### config.mk
export PLATFORM = sky130hd
export DESIGN_NAME = gaussian_kernel_gen
export DESIGN_NICKNAME = d
export VERILOG_FILES = /design/src/rtl/kernel_pkg.sv /design/src/rtl/gaussian_kernel_gen_rom.sv /design/src/rtl/gaussian_kernel_gen.sv
export SDC_FILE = /design/constraint.sdc
export NUM_CORES = 1
export LEC_CHECK = 0
export CAP_MARGIN = 10
export CORE_UTILIZATION = 50
export DETAILED_ROUTE_END_ITERATION = 10
export PLACE_DENSITY = 0.85
export SETUP_SLACK_MARGIN = 0.5
export SYNTH_ARGS = -nofsm -noshare
export SYNTH_HDL_FRONTEND = slang
export SYNTH_SLANG_ARGS = --single-unit
### constraint.sdc
create_clock -name clk -period 9.2 [get_ports clk]
set_input_delay 0.92 -clock clk [delete_from_list [all_inputs] [get_ports clk]]
set_output_delay 0.92 -clock clk [all_outputs]
set_load 0.02 [all_outputs]
### src/rtl/kernel_pkg.sv
// Shared definitions for the Gaussian kernel generator: Q0.16 weight table,
// FSM state encoding and width constants.
package kernel_pkg;

    localparam int SIGMA_W    = 3;
    localparam int DIST_W     = 3;
    localparam int ROM_ADDR_W = SIGMA_W + DIST_W;
    localparam int G_W        = 16;
    // Extra accumulator bits above COEF_W; SIZE*SIZE <= 225 < 2**8.
    localparam int SUM_GROWTH = 8;

    typedef enum logic [1:0] {
        ST_IDLE,
        ST_LOAD,
        ST_EXPAND,
        ST_DONE
    } state_t;

    // g(sigma, d) = round(65535 * exp(-d^2 / (2 * sigma^2))), rows sigma = 1..7, columns d = 0..7.
    localparam logic [G_W-1:0] G_TABLE [7][8] = '{
        '{16'd65535, 16'd39749, 16'd8869,  16'd728,   16'd22,    16'd0,     16'd0,     16'd0    },
        '{16'd65535, 16'd57834, 16'd39749, 16'd21276, 16'd8869,  16'd2879,  16'd728,   16'd143  },
        '{16'd65535, 16'd61993, 16'd52476, 16'd39749, 16'd26942, 16'd16341, 16'd8869,  16'd4308 },
        '{16'd65535, 16'd63519, 16'd57834, 16'd49468, 16'd39749, 16'd30004, 16'd21276, 16'd14173},
        '{16'd65535, 16'd64237, 16'd60496, 16'd54739, 16'd47588, 16'd39749, 16'd31899, 16'd24596},
        '{16'd65535, 16'd64631, 16'd61993, 16'd57834, 16'd52476, 16'd46310, 16'd39749, 16'd33183},
        '{16'd65535, 16'd64870, 16'd62914, 16'd59785, 16'd55663, 16'd50779, 16'd45388, 16'd39749}
    };

    // Address is {sigma, d}; sigma == 0 has no table row and reads as zero.
    function automatic logic [G_W-1:0] weight_lookup(input logic [ROM_ADDR_W-1:0] addr);
        logic [SIGMA_W-1:0] s;
        logic [DIST_W-1:0]  d;
        s = addr[ROM_ADDR_W-1:DIST_W];
        d = addr[DIST_W-1:0];
        if (s == '0) begin
            return '0;
        end
        return G_TABLE[s - SIGMA_W'(1)][d];
    endfunction

endpackage

### src/rtl/gaussian_kernel_gen_rom.sv
// Synchronous-read Gaussian weight ROM, one cycle from address to data.
module gaussian_weight_rom
    import kernel_pkg::*;
(
    input  logic                  clk,
    input  logic [ROM_ADDR_W-1:0] addr,
    output logic [G_W-1:0]        data
);

    // Registered table read.
    // NOTE: the read register carries no reset; its value is only consumed one cycle after LOAD drives a valid address.
    // NOTE: non-blocking assignment keeps every flop sampling pre-edge values, so ordering between always blocks never matters.
    always_ff @(posedge clk) begin
        data <= weight_lookup(addr);
    end

endmodule

### src/rtl/gaussian_kernel_gen.sv
// Gaussian kernel generator: loads the 1D weight profile for the captured sigma
// from the ROM, then expands it into a SIZE x SIZE kernel (2D outer product)
// or into the centre row only (separable mode), accumulating the kernel sum.
module gaussian_kernel_gen
    import kernel_pkg::*;
#(
    parameter int SIZE   = 7,
    parameter int COEF_W = 8
) (
    input  logic                                 clk,
    input  logic                                 rst,
    input  logic [SIGMA_W-1:0]                   sigma,
    input  logic                                 mode,
    input  logic                                 start,
    output logic                                 busy,
    output logic                                 done,
    output logic                                 err,
    output logic [SIZE-1:0][SIZE-1:0][COEF_W-1:0] kernel,
    output logic [COEF_W+SUM_GROWTH-1:0]         sum
);

    localparam int HALF   = (SIZE - 1) / 2;
    localparam int IDX_W  = $clog2(SIZE);
    localparam int WIDX_W = (HALF > 0) ? $clog2(HALF + 1) : 1;
    localparam int LD_W   = $clog2(HALF + 2);
    localparam int PROD_W = 2 * COEF_W;
    localparam int SUM_W  = COEF_W + SUM_GROWTH;

    localparam logic [IDX_W-1:0] CENTRE   = IDX_W'(HALF);
    localparam logic [IDX_W-1:0] LAST_IDX = IDX_W'(SIZE - 1);
    localparam logic [LD_W-1:0]  LD_LAST  = LD_W'(HALF + 1);

    state_t              state;
    state_t              state_next;
    logic [SIGMA_W-1:0]  sigma_q;
    logic                mode_q;
    logic [LD_W-1:0]     ld_cnt;
    logic [IDX_W-1:0]    row;
    logic [IDX_W-1:0]    col;
    logic [COEF_W-1:0]   w [HALF+1];

    logic [ROM_ADDR_W-1:0] rom_addr;
    logic [G_W-1:0]        rom_data;
    logic [WIDX_W-1:0]     w_wr_idx;
    logic [WIDX_W-1:0]     drow;
    logic [WIDX_W-1:0]     dcol;
    logic [PROD_W-1:0]     prod;
    logic [PROD_W-1:0]     prod_rnd;
    logic [COEF_W-1:0]     coef;
    logic                  last_expand;
    logic                  unused_bits;

    // Distance of a row/column index from the kernel centre.
    function automatic logic [WIDX_W-1:0] centre_dist(input logic [IDX_W-1:0] idx);
        if (idx >= CENTRE) begin
            return WIDX_W'(idx - CENTRE);
        end
        return WIDX_W'(CENTRE - idx);
    endfunction

    // LOAD walks d = 0..HALF; the ROM answers one cycle later, so w[] lags the address by one.
    assign rom_addr    = {sigma_q, DIST_W'(ld_cnt)};
    assign w_wr_idx    = WIDX_W'(ld_cnt - LD_W'(1));
    assign drow        = centre_dist(row);
    assign dcol        = centre_dist(col);
    assign last_expand = (col == LAST_IDX) && (mode_q || (row == LAST_IDX));

    // Low ROM bits and the discarded rounding bits are intentionally dropped.
    assign unused_bits = ^{rom_data, prod_rnd[COEF_W-1:0]};

    gaussian_weight_rom u_rom (
        .clk  (clk),
        .addr (rom_addr),
        .data (rom_data)
    );

    // Coefficient for the current raster position: rounded outer product, or the raw weight in separable mode.
    // NOTE: every output of a combinational block is assigned on every path, so no latch can be inferred.
    always_comb begin
        prod     = PROD_W'(w[drow]) * PROD_W'(w[dcol]);
        prod_rnd = prod + (PROD_W'(1) << (COEF_W - 1));
        coef     = mode_q ? w[dcol] : prod_rnd[PROD_W-1:COEF_W];
    end

    // FSM state register.
    always_ff @(posedge clk) begin
        if (rst) begin
            state <= ST_IDLE;
        end else begin
            state <= state_next;
        end
    end

    // FSM next-state logic; an illegal sigma skips straight to DONE.
    always_comb begin
        state_next = state;
        case (state)
            ST_IDLE: begin
                if (start) begin
                    state_next = (sigma == '0) ? ST_DONE : ST_LOAD;
                end
            end
            ST_LOAD: begin
                if (ld_cnt == LD_LAST) begin
                    state_next = ST_EXPAND;
                end
            end
            ST_EXPAND: begin
                if (last_expand) begin
                    state_next = ST_DONE;
                end
            end
            ST_DONE: begin
                state_next = ST_IDLE;
            end
            default: begin
                state_next = ST_IDLE;
            end
        endcase
    end

    // FSM outputs decoded from the current state.
    always_comb begin
        busy = (state == ST_LOAD) || (state == ST_EXPAND);
        done = (state == ST_DONE);
    end

    // Request capture, weight loading, kernel expansion and sum accumulation.
    always_ff @(posedge clk) begin
        if (rst) begin
            sigma_q <= '0;
            mode_q  <= 1'b0;
            err     <= 1'b0;
            ld_cnt  <= '0;
            row     <= '0;
            col     <= '0;
            kernel  <= '0;
            sum     <= '0;
            for (int i = 0; i <= HALF; i++) begin
                w[i] <= '0;
            end
        end else begin
            case (state)
                ST_IDLE: begin
                    if (start) begin
                        sigma_q <= sigma;
                        mode_q  <= mode;
                        if (sigma == '0) begin
                            err <= 1'b1;
                        end else begin
                            err    <= 1'b0;
                            kernel <= '0;
                            sum    <= '0;
                            ld_cnt <= '0;
                            row    <= mode ? CENTRE : '0;
                            col    <= '0;
                        end
                    end
                end
                ST_LOAD: begin
                    ld_cnt <= ld_cnt + LD_W'(1);
                    if (ld_cnt != '0) begin
                        w[w_wr_idx] <= rom_data[G_W-1 -: COEF_W];
                    end
                end
                ST_EXPAND: begin
                    kernel[row][col] <= coef;
                    sum              <= sum + SUM_W'(coef);
                    if (col == LAST_IDX) begin
                        col <= '0;
                        row <= row + IDX_W'(1);
                    end else begin
                        col <= col + IDX_W'(1);
                    end
                end
                default: begin
                end
            endcase
        end
    end

endmodule

==> flow_metrics.py, run 1 <==
metrics = {
    "synth": {
        "netlist_area_mm2": 0.01948,
        "yosysSeqAreaShare_pct": 49.34,
        "synth_area_leaders": "dfxtp_1 (44%), o21ai_0 (9.0%), nand2_1 (8.8%), edfxtp_1 (4.9%), ha_1 (4.6%)",
        "syn-instance-count": 2159,
        "synth_largest_area_cell": "dfxtp_1",
        "synth-seq-cells": 464,
        "synthArstFlopShare_pct": 0,
        "syn_area_per_cell_um2": 9.022,
        "synth_edf_count": 32,
        "synth.distinct_cells": 76,
        "ys.warnings.count": 0,
        "synth.net_count": 2273,
        "synth_top_cell_area_share_pct": 44.40,
        "ys.flop_type": "dfxtp_1",
    },
    "detailed_routing": {
        "viasPerCell": 5.925,
        "vias": 18433,
        "dr.first_iter.drc_count": 1575,
        "drc": 0,
        "drt-total-wl_mm": 71.19,
        "wl_per_cell_um": 22.88,
        "drtPass1Iterations": 5,
        "ant_nets": 0,
    },
    "clock_network": {
        "clk_latency_ns": 0.60,
        "cts_tree": "built",
        "clk_pin_slew_ns": 0.06,
        "postCtsSetupRepairBufs": 0,
        "cts_sinks": 464,
        "clockBufferDepth": 3,
        "numCtsBuffers": 46,
        "cts_resized": 0,
        "htree_levels": 2,
        "cts.hold.buffers_added": 0,
        "root_buffer": "clkbuf_16",
    },
    "pwr": {
        "p_switching_mw": 4.740,
        "leakage_nw": 9.657,
        "p_int_mw": 4.348,
        "switching_share_pct": 52.15,
        "pwr-share-seq_pct": 23.8,
        "p_clk_share_pct": 21.3,
        "vdd_drop_max_v": 0.001015,
        "power.density_mw_per_mm2": 352.4,
        "power.total_mw": 9.088,
        "combPwrFrac_pct": 54.8,
    },
    "layout": {
        "fillers": 2878,
        "area_delta_synth_final_pct": 32.40,
        "layout-drive-gt1-share_pct": 7.311,
        "final_area_mm2": 0.02579,
        "final_util_pct": 67.82,
        "nets": 2677,
    },
    "grt": {
        "grt_overflow": 0,
        "grt_pass1_wl_mm": 104.7,
        "grt.total_usage_pct": 34.90,
        "antenna_found_initial": 0,
        "grt_max_degree": 58,
        "grt_pass1_vias": 17782,
    },
    "placement": {
        "gp_congestion": 0.9427,
        "portBuffers": 417,
        "dp_hpwl_mm": 49.87,
        "place_area_mm2": 0.02420,
    },
    "timing": {
        "fin_crit_sh_pct": 87.47,
        "finalHoldViolCount": 0,
        "finalClockSkew_ns": 0.03535,
        "setup_viol_count_final": 0,
        "rsz0062_at_grt": "no",
        "finalSetupTns_ns": 0,
        "min_period_ns": 8.047,
        "holdWs_ns": 0.4504,
        "worst_pin_slew_ns": 1.206,
        "fmax_mhz": 124.3,
        "drv_slew": 0,
        "slew_headroom_pct": 18.75,
    },
    "floorplanning": {
        "die_h_um": 199.4,
        "std_cell_rows": 71,
        "chipWidth_um": 199.4,
        "start_util_pct": 51.23,
        "dieArea_mm2": 0.03975,
        "num_io_pins": 418,
        "coreArea_mm2": 0.03802,
    },
    "critical_path": {
        "crit_arrival_ns": 8.50,
        "start_kind": "flop",
        "path_class": "reg -> reg",
        "end_kind": "flop",
        "cp_max_fo": 14,
        "crit_required_ns": 9.65,
    },
    "job": {
        "cap_violations": 0,
    },
    "hold_path": {
        "hold_path.class": "reg -> reg",
    },
    "run_status": {
        "status": "finished, final reports clean",
    },
}
-- cell usage in the layout, fill, tap and decap left out, types with 11 or more instances in the layout --
cell type        Yosys  layout
nand2_1            458     458
dfxtp_1            432     429
clkdlybuf4s50_1      0     417
o21ai_0            349     348
a21oi_1             98      98
nor2_1              86      86
inv_1               78      79
ha_1                71      71
and2_1              68      68
o21ai_2             49      49
clkbuf_16            0      46
nand3_1             39      39
fa_1                36      36
edfxtp_1            32      32
buf_4                0      31
a22o_1              28      28
nor3_1              22      21
nor2b_1             16      16
nand4_1             15      15
clkbuf_1            72      13
o211ai_1            12      12
and3_1              12      12
nand2b_1            11      11
a211oi_1            11      11
xnor2_1             11      11
-- registers in the layout, indices dropped and copies added (netlist names) --
signal / flops
w: 32
col: 3
sigma_q: 3
mode_q: 1
kernel: 392
ld_cnt: 3
row: 3
u_rom.data: 8
sum: 16
state: 2
err: 1
-- final timing paths --
path	from	to	slack [ns]	depth (start not counted)
max	row[1]$_SDFFE_PP0P_	sum[12]$_SDFFE_PP0P_	1.15	25
max reg2reg	row[1]$_SDFFE_PP0P_	sum[12]$_SDFFE_PP0P_	1.15	25
min reg2reg	kernel[282]$_SDFFE_PP0P_	kernel[282]$_SDFFE_PP0P_	0.45	2
min	kernel[282]$_SDFFE_PP0P_	kernel[282]$_SDFFE_PP0P_	0.45	2
-- critical path, cell delays in order (launching register included) --
cell and delay (ns):
dfxtp_1 0.45, ha_1 0.27, ha_1 0.21, o32ai_2 0.67, o21ai_0 0.16, o21ai_1 0.62, or2b_1 0.20, fa_1 0.44
fa_1 0.54, inv_1 0.05, fa_1 0.50, fa_1 0.42, ha_1 0.41, nand2_1 0.10, o31ai_2 0.45, xor2_1 0.20
mux2i_4 0.22, inv_1 0.09, ha_1 0.22, fa_1 0.44, nand3_1 0.13, a21oi_1 0.10, o31a_1 0.32, o21ai_0 0.41
or3_1 0.18, a21oi_1 0.07
-- power by group through the flow --
stage	Combinational (mW)	Clock (mW)	Sequential, mW
final	4.98	1.94	2.17
after global routing	5.18	2.03	2.17
after CTS	4.80	1.94	2.16
after detailed placement	4.77	0	2.21
after global placement	4.72	0	2.20
after floorplan	2.74	0	2.19
-- stage by stage --
stage          worst slack, ns  cells
2_1_floorplan            1.448   2159
3_3_place_gp             1.145   3024
3_5_place_dp            0.9157   3024
4_1_cts                 0.8863   3108
5_1_grt                 0.5867   3110
6_report                 1.153   3111
-- metal layers --
layer / vias to the layer above / part of all wire [%] / routed length [um] / global-route usage, %
met5: - / 0 / 0 / 0
met4: 0 / 5.4 / 3809 / 19.51
met3: 244 / 12 / 8264 / 9.300
met2: 1118 / 45 / 32070 / 55.43
met1: 8806 / 38 / 27050 / 42.96
li1: 8265 / - / - / -
-- cell usage after synthesis (all sizes together) (16+ instances only) --
cell type and instances:
inv 79, fa 36, buf 21, nand2 458
nor2 86, a22o 28, edfxtp 32, ha 71
clkbuf 73, nand3 39, nor3 24, a21oi 98
o21ai 401, and2 69, nor2b 16, dfxtp 432
-- cell families (layout without fill, tap and decap cells) --
logic type / Yosys count / in the layout / share of synthesized area [%]
AO/OA/AOI/OAI: 616 / 616 / 18.90
XOR/XNOR: 18 / 18 / 0.8094
adder cells (fa/ha/maj): 107 / 107 / 8.261
buffers and inverters: 174 / 614 / 3.681
flip-flops: 464 / 464 / 49.34
multiplexers: 26 / 26 / 2.004
other: 0 / 1 / 0
AND/OR/NAND/NOR: 754 / 754 / 17.01
-- final cells by class --
cell class                 instances  area (um2)  share of cell area (%)
tap                              511       639.4                   2.479
clock inverter                    16       232.7                  0.9025
antenna                            1       2.502                0.009704
clock buffer                      68        1324                   5.133
sequential                       464        9613                   37.28
multi-input combinational       1521        9253                   35.88
inverter                          80       300.3                   1.164
timing repair buffer             450        4423                   17.15
(Power assumes the default switching activity.)
==> inputs of run 2 (changes only) <==
--- a/config.mk
+++ b/config.mk
@@ -6,8 +6,9 @@
 export NUM_CORES = 1
 export LEC_CHECK = 0
+export ABC_CLOCK_PERIOD_IN_PS = 9200
 export CAP_MARGIN = 10
-export CORE_UTILIZATION = 50
+export CORE_UTILIZATION = 40
 export DETAILED_ROUTE_END_ITERATION = 10
-export PLACE_DENSITY = 0.85
+export PLACE_DENSITY = 0.71
 export SETUP_SLACK_MARGIN = 0.5
 export SYNTH_ARGS = -nofsm -noshare
==> constraint.sdc (replaced) <==
create_clock -name clk -period 9.2 [get_ports clk]
set_input_delay 1.84 -clock clk [delete_from_list [all_inputs] [get_ports clk]]
set_output_delay 1.84 -clock clk [all_outputs]
set_load 0.02 [all_outputs]
==> run 2 against run 1 <==
- worst hold slack gained 0.00078 ns
- clock skew shrank 0.015 ns
- first-iteration DRC count decreased by 15%
- fmax is 2.5% lower
- sequential power hardly changed
- global-route usage decreased by 7.4 points
- sequential share of layout area decreased by 0.13 points
- routed wire length down 0.79%
- clock power barely moved
- register-to-register slack lost 0.20 ns
- critical path type unchanged
==> flow_metrics.py, run 2 (same netlist as run 1, synthesis figures left out) <==
metrics = {
    "floorplanning": {
        "start_util_pct": 40.71,
        "die_h_um": 222.7,
        "std_cell_rows": 80,
        "num_io_pins": 418,
        "dieArea_mm2": 0.04958,
        "coreArea_mm2": 0.04785,
        "chipWidth_um": 222.7,
    },
    "placement": {
        "dpl_worst_slack_ns": 0.6044,
        "dp_hpwl_mm": 51.00,
        "dp.cells": 3124,
        "gp_congestion": 0.8955,
        "portBuffers": 417,
    },
    "detailed_routing": {
        "vias": 17717,
        "wl_per_cell_um": 21.99,
        "drtPass1Iterations": 5,
        "ant_nets": 0,
        "viasPerCell": 5.518,
        "dr.first_iter.drc_count": 1337,
        "drc": 0,
        "drt-total-wl_mm": 70.62,
    },
    "critical_path": {
        "worst_path_largest_cell_delay_ns": 0.70,
        "cp_max_fo": 17,
        "r2r_end": "sum[14]$_SDFFE_PP0P_",
        "timing.rr.start": "row[2]$_SDFFE_PP0P_",
        "crit_arrival_ns": 8.69,
        "end_kind": "flop",
        "crit_required_ns": 9.64,
        "start_kind": "flop",
        "r2r_cells": 27,
        "path_common_cell": "fa_1",
        "crit_buf_inv": 4,
        "path_delay_family": "adder cells",
        "path_class": "reg -> reg",
        "critical_path.startpoint": "row[2]$_SDFFE_PP0P_",
        "rrSetupSlack_ns": 0.95,
        "critPathSlowestCell": "dfxtp_1",
        "cp.depth": 27,
    },
    "layout": {
        "regArea_mm2": 0.009610,
        "layout-drive-gt1-share_pct": 7.286,
        "final_cell_mix": "nand2_1 (458), dfxtp_1 (431), clkdlybuf4s50_1 (417)",
        "layout_commonest_cell": "nand2_1",
        "multi_input_area_mm2": 0.009256,
        "largest_reg_flops": 392,
        "fillers": 4296,
        "largest_register": "kernel",
        "top_regs": "kernel: 392 flops, w: 32 flops, sum: 16 flops",
        "final_cells": 3211,
        "area_delta_synth_final_pct": 32.81,
        "nets": 2672,
    },
    "pwr": {
        "p_int_mw": 4.321,
        "combPwrFrac_pct": 55.4,
        "p_switching_mw": 4.806,
        "power.density_mw_per_mm2": 352.8,
        "switching_share_pct": 52.66,
        "p_clk_share_pct": 21.0,
        "pwr-share-seq_pct": 23.6,
        "power.total_mw": 9.126,
        "leakage_nw": 9.632,
        "vdd_drop_max_v": 0.001566,
    },
    "clock_network": {
        "postCtsSetupRepairBufs": 0,
        "clk_latency_ns": 0.58,
        "cts_resized": 0,
        "numCtsBuffers": 47,
        "cts_sinks": 464,
        "root_buffer": "clkbuf_16",
        "htree_levels": 2,
        "clk_pin_slew_ns": 0.06,
        "cts.hold.buffers_added": 0,
        "clockBufferDepth": 3,
        "cts_tree": "built",
    },
    "timing": {
        "holdWs_ns": 0.4512,
        "finalSetupTns_ns": 0,
        "drv_slew": 0,
        "min_period_ns": 8.251,
        "setup_ws_ns": 0.9490,
        "setup_viol_count_final": 0,
        "finalHoldViolCount": 0,
        "worst_pin_slew_ns": 1.180,
        "fin_crit_sh_pct": 89.69,
        "slew_headroom_pct": 21.07,
        "finalClockSkew_ns": 0.02070,
        "rsz0062_at_grt": "no",
        "fmax_mhz": 121.2,
    },
    "hold_path": {
        "hp-start": "kernel[103]$_SDFFE_PP0P_",
        "min_to": "kernel[103]$_SDFFE_PP0P_",
        "hold_path.class": "reg -> reg",
        "worstHoldPathCells": 2,
    },
    "job": {
        "cap_violations": 0,
    },
    "grt": {
        "grt_max_degree": 58,
        "antenna_found_initial": 0,
        "grt_pass1_vias": 16546,
        "grt_overflow": 0,
        "grt_pass1_wl_mm": 104.4,
        "grt.total_usage_pct": 27.53,
    },
    "run_status": {
        "status": "finished, final reports clean",
    },
}
[run 2: worst min-delay path, cell delays in order, from the launching register on]
cell and delay [ns]:
dfxtp_1 0.32, nand2_1 0.04, o21ai_0 0.06
[run 2: stage by stage]
stage          instance area, um2  util [%]
3_3_place_gp                24300     50.80
6_report                    25870     54.07
2_1_floorplan               19480         -
5_1_grt                     25860     54.06
4_1_cts                     25850     54.04
3_5_place_dp                24300     50.80
[run 2: worst max path at each step]
stage	slack [ns]	end
3_3_place_gp	0.81	sum[14]$_SDFFE_PP0P_
3_5_place_dp	0.60	sum[12]$_SDFFE_PP0P_
4_1_cts	0.59	sum[12]$_SDFFE_PP0P_
5_1_grt	0.54	sum[12]$_SDFFE_PP0P_
2_1_floorplan	1.45	sum[15]$_SDFFE_PP0P_
6_report	0.95	sum[14]$_SDFFE_PP0P_
[run 2: power groups by stage]
stage,sequential (mW),combinational (mW),clock (mW)
2_1_floorplan,2.19,2.74,0
3_3_place_gp,2.19,4.99,0
3_5_place_dp,2.20,4.94,0
4_1_cts,2.15,4.96,1.93
5_1_grt,2.16,5.31,2.02
6_report,2.15,5.06,1.92
[run 2: per-layer routing]
layer / track usage (%) / routed length, um
met2: 44.81 / 32620
met4: 8.743 / 1920
met5: 0 / 0
met1: 36.55 / 30760
met3: 5.581 / 5319
[run 2: area by class of cell]
| cell class | instances | area share [%] |
|---|---|---|
| Clock buffer | 67 | 5.345 |
| Antenna cell | 2 | 0.01935 |
| Multi-Input combinational cell | 1521 | 35.78 |
| Timing Repair Buffer | 444 | 16.92 |
| Inverter | 80 | 1.161 |
| Sequential cell | 464 | 37.15 |
| Clock inverter | 18 | 0.6481 |
| Tap cell | 615 | 2.975 |
